`src/rtl/sc_sn2bn_counter_pkg.sv`:
```
// Shared definitions for the stochastic-to-binary counter: default sizing and FSM state type.
// SC_LAT must track the register depth of the CBSC_SNG -> AND -> sc_sum path.
package sc_sn2bn_counter_pkg;

  localparam int unsigned SC_WIDTH = 7;
  localparam int unsigned SC_LAT   = 3;

  typedef enum logic [1:0] {
    S_IDLE  = 2'd0,
    S_ALIGN = 2'd1,
    S_ACCUM = 2'd2,
    S_DONE  = 2'd3
  } sn2bn_state_t;

  function automatic logic is_busy(input sn2bn_state_t s);
    return (s == S_ALIGN) || (s == S_ACCUM);
  endfunction

endpackage

```
`src/rtl/sc_sn2bn_counter.sv`:
```
// Counts the ones in one 2^WIDTH-bit SN window after skipping LAT pipeline-fill cycles,
// and holds the result behind a valid/ack handshake with a saturated WIDTH-bit copy.
module sc_sn2bn_counter
  import sc_sn2bn_counter_pkg::*;
#(
  parameter int unsigned WIDTH = SC_WIDTH,
  parameter int unsigned LAT   = SC_LAT
) (
  input  logic             clk,
  input  logic             rst,
  input  logic             start,
  input  logic             clr,
  input  logic             sn_in,
  input  logic             ack,
  output logic             busy,
  output logic             valid,
  output logic [WIDTH:0]   bn_out,
  output logic [WIDTH-1:0] bn_sat
);

  localparam int unsigned LW = (LAT > 0) ? $clog2(LAT + 1) : 1;

  sn2bn_state_t     state, state_d;
  logic [LW-1:0]    lat_cnt, lat_d;
  logic [WIDTH-1:0] smp_cnt, smp_d;
  logic [WIDTH:0]   ones, ones_d;
  logic [WIDTH:0]   bn_d;
  logic [WIDTH-1:0] sat_d;
  logic             valid_d;
  logic [WIDTH:0]   sum;

  assign sum = ones + {{WIDTH{1'b0}}, sn_in};

  always_comb begin
    state_d = state;
    lat_d   = lat_cnt;
    smp_d   = smp_cnt;
    ones_d  = ones;
    bn_d    = bn_out;
    valid_d = valid;
    unique case (state)
      S_IDLE: begin
        if (start) begin
          ones_d  = '0;
          smp_d   = '0;
          lat_d   = LW'(LAT);
          state_d = (LAT > 0) ? S_ALIGN : S_ACCUM;
        end
      end
      S_ALIGN: begin
        lat_d = lat_cnt - LW'(1);
        if (lat_cnt <= LW'(1)) state_d = S_ACCUM;
      end
      S_ACCUM: begin
        ones_d = sum;
        smp_d  = smp_cnt + WIDTH'(1);
        if (smp_cnt == '1) begin
          state_d = S_DONE;
          bn_d    = sum;
          valid_d = 1'b1;
        end
      end
      S_DONE: begin
        // ack+start restarts directly so back-to-back windows lose no cycle in IDLE
        if (ack) begin
          valid_d = 1'b0;
          if (start) begin
            ones_d  = '0;
            smp_d   = '0;
            lat_d   = LW'(LAT);
            state_d = (LAT > 0) ? S_ALIGN : S_ACCUM;
          end else begin
            state_d = S_IDLE;
          end
        end
      end
      default: state_d = S_IDLE;
    endcase
    if (clr) begin
      state_d = S_IDLE;
      valid_d = 1'b0;
    end
  end

  assign sat_d = bn_d[WIDTH] ? '1 : bn_d[WIDTH-1:0];

  always_ff @(posedge clk or negedge rst) begin
    if (!rst) begin
      state   <= S_IDLE;
      lat_cnt <= '0;
      smp_cnt <= '0;
      ones    <= '0;
      bn_out  <= '0;
      bn_sat  <= '0;
      valid   <= 1'b0;
      busy    <= 1'b0;
    end else begin
      state   <= state_d;
      lat_cnt <= lat_d;
      smp_cnt <= smp_d;
      ones    <= ones_d;
      bn_out  <= bn_d;
      bn_sat  <= sat_d;
      valid   <= valid_d;
      busy    <= is_busy(state_d);
    end
  end

endmodule

```
`config.mk`:
```
export PLATFORM = sky130hd
export DESIGN_NAME = sc_sn2bn_counter
export DESIGN_NICKNAME = d
export VERILOG_FILES = /design/src/rtl/sc_sn2bn_counter_pkg.sv /design/src/rtl/sc_sn2bn_counter.sv
export SDC_FILE = /design/constraint.sdc
export NUM_CORES = 1
export LEC_CHECK = 0
export CELL_PAD_IN_SITES_DETAIL_PLACEMENT = 1
export CELL_PAD_IN_SITES_GLOBAL_PLACEMENT = 2
export CORE_MARGIN = 2
export CORE_UTILIZATION = 39
export DETAILED_ROUTE_END_ITERATION = 8
export DONT_BUFFER_PORTS = 1
export PLACE_DENSITY_LB_ADDON = 0.25
export SETUP_SLACK_MARGIN = 0.5
export SLEW_MARGIN = 20
export SYNTH_ARGS = -nofsm -noshare
export SYNTH_HDL_FRONTEND = slang
export SYNTH_SLANG_ARGS = --single-unit
```
`constraint.sdc`:
```
create_clock -name clk -period 2 [get_ports clk]
set_input_delay 0.2 -clock clk [delete_from_list [all_inputs] [get_ports clk]]
set_output_delay 0.2 -clock clk [all_outputs]
set_load 0.01 [all_outputs]
```
After elaboration in Yosys (flattened, before gate mapping)
Index checks and enable logic that the tools add are counted.
- add/subtract/negate cells: 3
- multiply operators: 0
- divide/modulo/power cells: 0
- magnitude comparators: 1
- equality and inequality tests: 9
- shifts and indexed selects: 0
- mux-type cells: 23
- bitwise gates (word level): 0
- reduce and logical (&&, ||, !) cells: 8
- operators by type and width (operator ; number):
    $mux 8 ; 4
    $pmux 8 s3 ; 1
    $mux 7 ; 3
    $pmux 7 s3 ; 1
    $mux 2 ; 7
    $reduce_bool 3->1 ; 3
    $add 8x1->8 ; 1
    $pmux 2 s4 ; 1
    $add 7x1->7 const B ; 1
    $eq 7x7->1 const B ; 1
    $eq 2x2->1 const B ; 3
    $ne 3x3->1 const B ; 2
    $pmux 2 s3 ; 1
    $eq 2x1->1 const B ; 2
    $mux 1 ; 4
    $reduce_and 2->1 ; 2
    $reduce_and 3->1 ; 1
    $le 2x1->1 const B ; 1
    $logic_not 2->1 ; 1
    $ne 2x2->1 const B ; 1
    $pmux 1 s2 ; 1
    $sub 2x1->2 const B ; 1
    $logic_or 1x1->1 ; 1
- register bits: 36
- latch bits: 0
- memory bits (writable): 0
- memory bits (read-only): 0
- bits of input ports: 6
- output and inout port bits: 17
- word-level logic and storage cells: 52
- memories: 0

Logic depth before layout (Yosys ltp)
Gate-level depths: netlist of run 1.
- word-level depth: 6
- gate-level depth with buffers: 8
- mapped depth without buffers: 6

Worst setup path after synthesis of run 1
Ideal clock, no wire load.
- path kind: register to register
- start point: register state[1]
- end point: register bn_sat[4]
- setup time: 130 ps
- data arrival time: 1466 ps
- required time: 1870 ps
- path slack: 404 ps
- stages on the path, launching flop included: 9
- buffers on the path: 4
- period minus slack after synthesis: 1596 ps
- cells stage by stage: dfrtp_1 > buf_6 > nor2b_4 > buf_6 > and4_4 > buf_6 > or2_1 > buf_6 > a2bb2oi_1
- longest elaborated chain between the ends: 3
- RTL lines (item ; RTL line ; text):
    start: declaration ; sc_sn2bn_counter.sv:23 ; sn2bn_state_t state, state_d;
    start signal: assignment ; sc_sn2bn_counter.sv:98 ; state <= state_d;
    $eq 2x2->1 ; sc_sn2bn_counter.sv:41 ; unique case (state)
    $mux 8 ; sc_sn2bn_counter.sv:41 ;
    $mux 7 ; sc_sn2bn_counter.sv:85 ; assign sat_d = bn_d[WIDTH] ? '1 : bn_d[WIDTH-1:0];
    named net sat_d[4] ; sc_sn2bn_counter.sv:28 ; logic [WIDTH-1:0] sat_d;
    end signal: assignment ; sc_sn2bn_counter.sv:103 ; bn_sat <= sat_d;
    end: declaration ; sc_sn2bn_counter.sv:18 ; output logic [WIDTH-1:0] bn_sat
The timed path passes the listed nets, and every way through them passes these cells.
A chain may end at the register's enable or synchronous reset.

Worst setup path in the final report of run 1
- start point: register state[0]
- end point: register busy
- longest elaborated chain between the ends: 5
- elaborated cells between the ends (all ways): 13
- classes of those cells: 5 x eq/ne; 6 x mux; 2 x reduce/logical
- RTL lines (item ; RTL line ; text):
    $eq 2x2->1, or another cell as far along ; sc_sn2bn_counter.sv:41 ;
    $pmux 2 s4 (*) ; sc_sn2bn_counter.sv:41 ;
    $mux 2 (*) ; sc_sn2bn_counter.sv:79 ; if (clr) begin
    $eq 2x1->1 or $eq 2x2->1 (tied branches) ; sc_sn2bn_counter_pkg.sv:16 ; return (s == S_ALIGN) || (s == S_ACCUM);
    $logic_or 1x1->1 (*) ; sc_sn2bn_counter_pkg.sv:16 ;
    end signal: assignment ; sc_sn2bn_counter.sv:105 ; busy <= is_busy(state_d);
    end: declaration ; sc_sn2bn_counter.sv:15 ; output logic busy,
Mark *: on every way between the ends. The rest lies on a longest branch, timed or not.

==> results of run 1 <==
## synthesized netlist by cell type (2+ instances only)
master	n	share of area (%)
sky130_fd_sc_hd__inv_1	5	1.1
sky130_fd_sc_hd__a22o_1	2	1.0
sky130_fd_sc_hd__xor2_1	3	1.5
sky130_fd_sc_hd__dfrtp_1	36	53
sky130_fd_sc_hd__o221ai_1	3	1.5
sky130_fd_sc_hd__and3_1	4	1.5
sky130_fd_sc_hd__o21ai_0	20	5.8
sky130_fd_sc_hd__buf_2	4	1.2
sky130_fd_sc_hd__nand2b_1	2	0.73
sky130_fd_sc_hd__mux2_2	3	2.0
sky130_fd_sc_hd__nor2_1	14	3.1
sky130_fd_sc_hd__ha_1	4	2.9
sky130_fd_sc_hd__and4_1	2	1.0
sky130_fd_sc_hd__nand3_1	9	2.6
sky130_fd_sc_hd__buf_6	4	2.6
sky130_fd_sc_hd__nand2_1	11	2.4
sky130_fd_sc_hd__xnor2_1	3	1.5
sky130_fd_sc_hd__a2bb2oi_1	6	3.1
sky130_fd_sc_hd__a21oi_1	17	5.0
## metal layers
layer	part of all wire, %	wire, um
met1	45	1930
met2	49	2090
met3	4.7	202
met4	1.5	66
met5	0	0
## placed cells by master (no fill, tap or decap), types with 3 or more instances in the layout
master                      instances
sky130_fd_sc_hd__dfrtp_1           34
sky130_fd_sc_hd__mux2_2             3
sky130_fd_sc_hd__a21oi_2            3
sky130_fd_sc_hd__inv_1              4
sky130_fd_sc_hd__nand2_1           11
sky130_fd_sc_hd__clkbuf_8           5
sky130_fd_sc_hd__o21ai_0           20
sky130_fd_sc_hd__nand3_1            8
sky130_fd_sc_hd__xnor2_1            3
sky130_fd_sc_hd__buf_4             15
sky130_fd_sc_hd__a21oi_1           14
sky130_fd_sc_hd__nor2_1            14
sky130_fd_sc_hd__a2bb2oi_2          7
## report_power, final
part           switching, mW  internal [mW]
registers             0.0738          0.789
clock network          0.275          0.369
logic                  0.244          0.247
total                  0.593           1.41
## per-stage QoR
step / area [sq um] / std cells
floorplan: 1710 / 165
global placement: 1730 / 211
detailed placement: 1730 / 211
CTS: 1990 / 231
global route: 2130 / 236
finish: 2130 / 236
## cell type report
cell class,count,share of cell area [%]
tap,52,3.06
clock buffer,5,3.23
sequential,36,42.4
timing repair buffer,19,7.70
clock inverter,3,2.00
inverter,5,0.881
multi-input combinational,116,40.7
## what timing repair did
action,in CTS,in global routing
pin swaps,2,8
hold buffers,3,0
hold endpoints to repair,38,0
gates resized for setup,10,22
setup endpoints to repair,29,30
setup buffers,9,5
## cell families after synthesis
kind of cell               count (synthesis)  share of synthesized area (%)
DFF                                       36                           52.6
buffers and inverters                     13                           4.90
and+or+nand+nor                           48                           14.4
xor gates and xnor gates                   6                           3.07
AOI/OAI and AO/OA                         55                           20.1
muxes                                      3                           1.97
adders and majority gates                  4                           2.92
## flip-flops by register name, summed over array words and instances (netlist names)
signal   flops
bn_sat       7
ones         8
smp_cnt      7
bn_out       8
state        2
valid        1
lat_cnt      2
busy         1
## worst max-delay path: cells and delay by family, from the launching register on
family,cells,cell delay [ns]
AO/OA/AOI/OAI,1,0.23
buffers and inverters,2,0.28
flip-flops,1,0.43
multiplexers,1,0.35
AND/OR/NAND/NOR,1,0.09
## final timing paths
check                                   to  slack [ns]  depth (start not counted)
worst min-delay path                 valid        0.17                          3
worst min register to register  smp_cnt[5]        0.50                          1
min in group asynchronous        bn_out[3]        0.37                          2
worst max-delay path                  busy        0.51                          5
max in group asynchronous         state[1]        1.44                          2
worst max register to register        busy        0.51                          5
==> impl_results.md, run 1 <==
* Outcome: complete, no violations
* Peak supply drop at 0.376 mV
* Number of I/O pins at 23
* Met2 global-route usage at about 27%
* First-pass GRT wire length at 7020 um
* WS Path Type: reg2reg
* Via density per instance at 5.58
* Crit path setup slack, layout at between 0.5 and 0.6 ns
* Maximum buffer depth of the clock tree at 2
* Dpl hpwl at around 2700 um
* Crit end category: flip-flop
* Initial Util at 39.9%
* Most common cell on crit path: sky130_fd_sc_hd__buf_4
* TritonCTS clock tree: built
* M1 GR Usage at ~24%
* Startpoint of the worst-slack reg-to-reg timing path: state[0]
* Transition time at the pin with the least slew margin at ~0.28 ns
* Final Cycle Share at between 70% and 80%
* Wirelength per Cell at between 15 and 20 um
* Critical path, cell by cell: buf_4 -> buf_4 -> nand3_4 -> o221ai_2 -> mux2_2
* Average footprint of a synthesized cell at between 10 and 15 sq um
* Number of flops mapped to enable cells by yosys at 0
* Power density over the cells at between 900 and 1000 nW/um^2
* Number of DRC markers after the initial detailed-route iteration at 45
* Max H-tree Level at 2
* Floorplan die area at between 4000 and 5000 sq um
* Total power of the final layout at 2.00 mW
* Total routed wirelength at around 4300 um
* Pin count of the biggest net entering global routing at 37
* GR Util met3 at under 10%
* Worst Hold Slack at 0.167 ns
* Layout cell share with drive strength beyond 1 at a little under a third
* Slew Limit Headroom at about four fifths
* Setup TNS after final layout at 0 ns
* Critical Path Source Type: flip-flop
* First-pass iteration count of the detailed router at 3
* Number of antenna repair diodes at 0
* Remaining design rule violation count at 0
* Number of synthesized register bits at 36
* Final core occ at between 40% and 50%
* Hold Startpoint: ack
* Area Growth Syn to Fin at 24.4%
* Residual overflow from global routing at 0
* Slowest stage cell, crit path: sky130_fd_sc_hd__dfrtp_2
* Kind of path behind the tightest hold check: in2reg
* Leakage Power at between 0.8 and 0.9 nW
* Antenna violations before repair at 0
* Maximum operating frequency at around 670 MHz
* Overall via count from detail_route at 1318
* Global route hottest layer: met2
* Mapped Area at roughly 1700 sq um
* Critical Path Source: state[0]
* Worst stage delay on the critical path at 0.43 ns
* Vias in the first global route at 1392
* Setup-violating endpoint count in the final report at 0
* Number of slew-limit violations in the final report at 0
* Clk sinks at 36
* Setup repair after global routing missed its margin: yes
* Crit path required time at approximately 2.2 ns
* Sequential-to-total area share from yosys stat at between 50% and 60%
* Multi-input logic area at roughly 870 sq um
* Final #Nets at 193
* Area taken by flip-flops and latches at approximately 900 sq um
* Fraction of synthesis flops using an asynchronous set or reset pin at 100%
* Port Buffers at 0
* Number of warnings issued by yosys at 0
* Synthesized netlist net count at 175
* Hold Fails Final Rpt at 0
* Cell count after synthesis at about 170
* Setup slack at placement at 0.149 ns
* Die Height at approximately 70 um
* GRT Util Overall at 18.2%
* Data arrival at the endpoint of the critical path at about 1.7 ns
* Area of the core region at ~4300 sq um
* Total of max-cap violations at 0
* Cell at the root of the clock tree: sky130_fd_sc_hd__clkbuf_8
* Row cnt at 24
* Clock Pin Slew Worst Setup and Hold Paths at 0.07 ns
* GP Congestion at about 0.74
* Most common flop cell mapped by yosys: sky130_fd_sc_hd__dfrtp_1
* Fin crit period at about 1.5 ns
* Fill cell total of the finished layout at around 470
* Antenna viol nets, final at 0
* Distinct cell type count after synthesis at 32
* Chip width at about 70 um
* Clock insertion delay at the later pin of the skew report at 0.29 ns
* Maximum net fanout on the critical path at 6
* Clock buffer count from CTS at 5
* Worst clock skew at roughly 0.0052 ns
Power figures use the tool's default switching activity.
==> inputs of run 2 (changes only) <==
clock period = 1.4 ns   (was 2 ns; I/O delays follow)
==> impl_results.md, run 2 (synthesis results as in run 1) <==
* Clock insertion delay at the later pin of the skew report at 0.29 ns (about the same)
* Worst path bufs/invs at 2 (unchanged)
* Leading cell type in the layout, fill and taps excluded: sky130_fd_sc_hd__dfrtp_1
* Share of power burned in combinational logic at 39.5% (+15 points)
* Leakage Power at 1.11 nW (+28%)
* Cell at the root of the clock tree: sky130_fd_sc_hd__clkbuf_8
* Clock group share of total power at 23.3% (-8.9 points)
* Power density over the cells at 1230 nW/um^2 (+31%)
* Failing checks: hold timing, setup timing
* First-pass iteration count of the detailed router at 4 (+1)
* Chip width at 70.3 um (unchanged)
* Overall via count from detail_route at 1511 (+15%)
* Pin count of the biggest net entering global routing at 37 (unchanged)
* Crit end category: flip-flop
* Clock buffer count from CTS at 5 (unchanged)
* TritonCTS clock tree: built
* Maximum operating frequency at 668 MHz (-0.65%)
* Maximum buffer depth of the clock tree at 2 (unchanged)
* # placed instances at 241 (+14%)
* Sw power at 1.06 mW (+79%)
* Number of DRC markers after the initial detailed-route iteration at 55 (+22%)
* Max H-tree Level at 2 (unchanged)
* Clk sinks at 36 (unchanged)
* Peak supply drop at 0.631 mV (+68%)
* Kind of path behind the tightest hold check: in2async
* Registers with the highest flip-flop counts: bn_out x8, ones x8
* Via density per instance at 5.64 (+0.95%)
* First-pass GRT wire length at 8340 um (+19%)
* Remaining design rule violation count at 0 (unchanged)
* Cell family with most CP delay: flip-flops
* Floorplan die area at 4940 sq um (unchanged)
* Antenna viol nets, final at 0 (unchanged)
* Setup-violating endpoint count in the final report at 13 (+13)
* Area of the core region at 4290 sq um (unchanged)
* Crit path setup slack, layout at -0.0960 ns (-0.610 ns)
* Total power of the final layout at 3.30 mW (+65%)
* GR Util met3 at 5.92% (-0.58 points)
* Hold Fails Final Rpt at 36 (+36)
* Non-filler cells, final at 268 (+14%)
* Initial Util at 39.9% (unchanged)
* Share of total power in sequential cells at 37.2% (-6.0 points)
* WS Path Type: reg2reg
* Total non-filler cell area in the finished layout at 2680 sq um (+26%)
* Setup slack at placement at -0.230 ns (-0.379 ns)
* M1 GR Usage at 26.1% (+1.9 points)
* Port Buffers at 0 (unchanged)
* Critical path, cell by cell: buf_6 -> nand3_1 -> buf_4 -> and3b_1 -> mux2_4
* Dpl hpwl at 3060 um (+14%)
* Antenna violations before repair at 0 (unchanged)
* Die Height at 70.3 um (unchanged)
* Total routed wirelength at 5610 um (+31%)
* Final Cycle Share at 107% (+33 points)
* Worst clock skew at 0.00963 ns (+0.00445 ns)
* Clock Pin Slew Worst Setup and Hold Paths at 0.08 ns (about the same)
* Setup repair after global routing missed its margin: yes
* Transition time at the pin with the least slew margin at 0.297 ns (+0.0137 ns)
* Maximum net fanout on the critical path at 7 (+1)
* Crit path required time at 1.58 ns (-0.60 ns)
* Number of I/O pins at 23 (unchanged)
* Final #Nets at 225 (+17%)
* Hold-fix buffers at CTS at 1 (-2)
* Switching power as a share of total power at 32.2% (+2.5 points)
* Commonest cells after routing, fill and taps aside: sky130_fd_sc_hd__dfrtp_1 (30), sky130_fd_sc_hd__buf_4 (28), sky130_fd_sc_hd__buf_6 (20)
* Placed cell area at 1950 sq um (+13%)
* Vias in the first global route at 1705 (+22%)
* GP Congestion at 0.779 (+5.9%)
* Worst Hold Slack at -0.463 ns (-0.631 ns)
* Fin crit period at 1.50 ns (+0.00978 ns)
* Residual overflow from global routing at 0 (unchanged)
* Number of slew-limit violations in the final report at 0 (unchanged)
* Layout cell share with drive strength beyond 1 at 62.5% (+31 points)
* P_int at 2.24 mW (+59%)
* Critical Path Source Type: flip-flop
* Row cnt at 24 (unchanged)
* Slowest stage cell, crit path: sky130_fd_sc_hd__dfrtp_2
* Total of max-cap violations at 0 (unchanged)
* Outcome: complete, but fails checks
* Number of antenna repair diodes at 0 (unchanged)
* Area Growth Syn to Fin at 56.6%
* Slew Limit Headroom at 80.2% (-0.78 points)
* Met2 global-route usage at 38.6% (+11 points)
* Data arrival at the endpoint of the critical path at 1.67 ns (about the same)
* GRT Util Overall at 21.8% (+3.7 points)
* Wirelength per Cell at 20.9 um (+15%)
* Global route hottest layer: met2
* Worst stage delay on the critical path at 0.48 ns (+0.05 ns)
## run 2: area by class of cell
class / instances / area [sq um]
well taps: 52 / 65.1
multi-input cells: 116 / 1110
clock inverters: 2 / 10.0
repair buffers: 51 / 480
inverters: 5 / 18.8
fillers: 434 / 1610
flip-flops and latches: 36 / 908
clock buffers: 6 / 82.6
## run 2: repair_timing
action                     4_1_cts  5_1_grt
gates resized for setup         92       46
cloned                           1        0
pin swaps                       24       16
setup buffers                   12        5
setup endpoints to repair       36       39
hold endpoints to repair        38       36
## run 2: path summary, 6_finish.rpt
check,slack (ns),start,to,depth (start not counted)
hold / removal,-0.46,rst,lat_cnt[0],0
max in group asynchronous,1.77,rst,bn_out[6],0
setup / recovery,-0.1,state[0],busy,5
hold reg to reg,0.54,ones[7],ones[7],1
min in group clk,0.13,sn_in,bn_out[0],2
setup reg to reg,-0.1,state[0],busy,5
## run 2: metal layers
layer	up-vias	wire length, um
li1	686	-
met1	784	2320
met2	30	3010
met3	11	167
met4	0	111
met5	-	0
## run 2: power by group through the flow
| stage | Clock [mW] | Combinational, mW | Sequential, mW |
|---|---|---|---|
| detailed placement | 0 | 0.636 | 1.23 |
| floorplan | 0 | 0.381 | 1.20 |
| finish | 0.768 | 1.30 | 1.23 |
| CTS | 0.793 | 1.06 | 1.22 |
| global placement | 0 | 0.596 | 1.22 |
| global route | 0.832 | 1.39 | 1.24 |
## run 2: worst reg2reg max path: stages (launching register included)
cell                      delay (ns)
sky130_fd_sc_hd__dfrtp_2        0.48
sky130_fd_sc_hd__buf_6          0.15
sky130_fd_sc_hd__nand3_1        0.12
sky130_fd_sc_hd__buf_4          0.17
sky130_fd_sc_hd__and3b_1        0.19
sky130_fd_sc_hd__mux2_4         0.26
## run 2: metrics by stage
step	util (%)	TNS (ns)
final	62.4	-0.539
after global routing	62.4	-1.41
after CTS	57.2	-0.368
after detailed placement	45.5	-3.06
after global placement	45.5	-0.931
after floorplan	-	-1.38
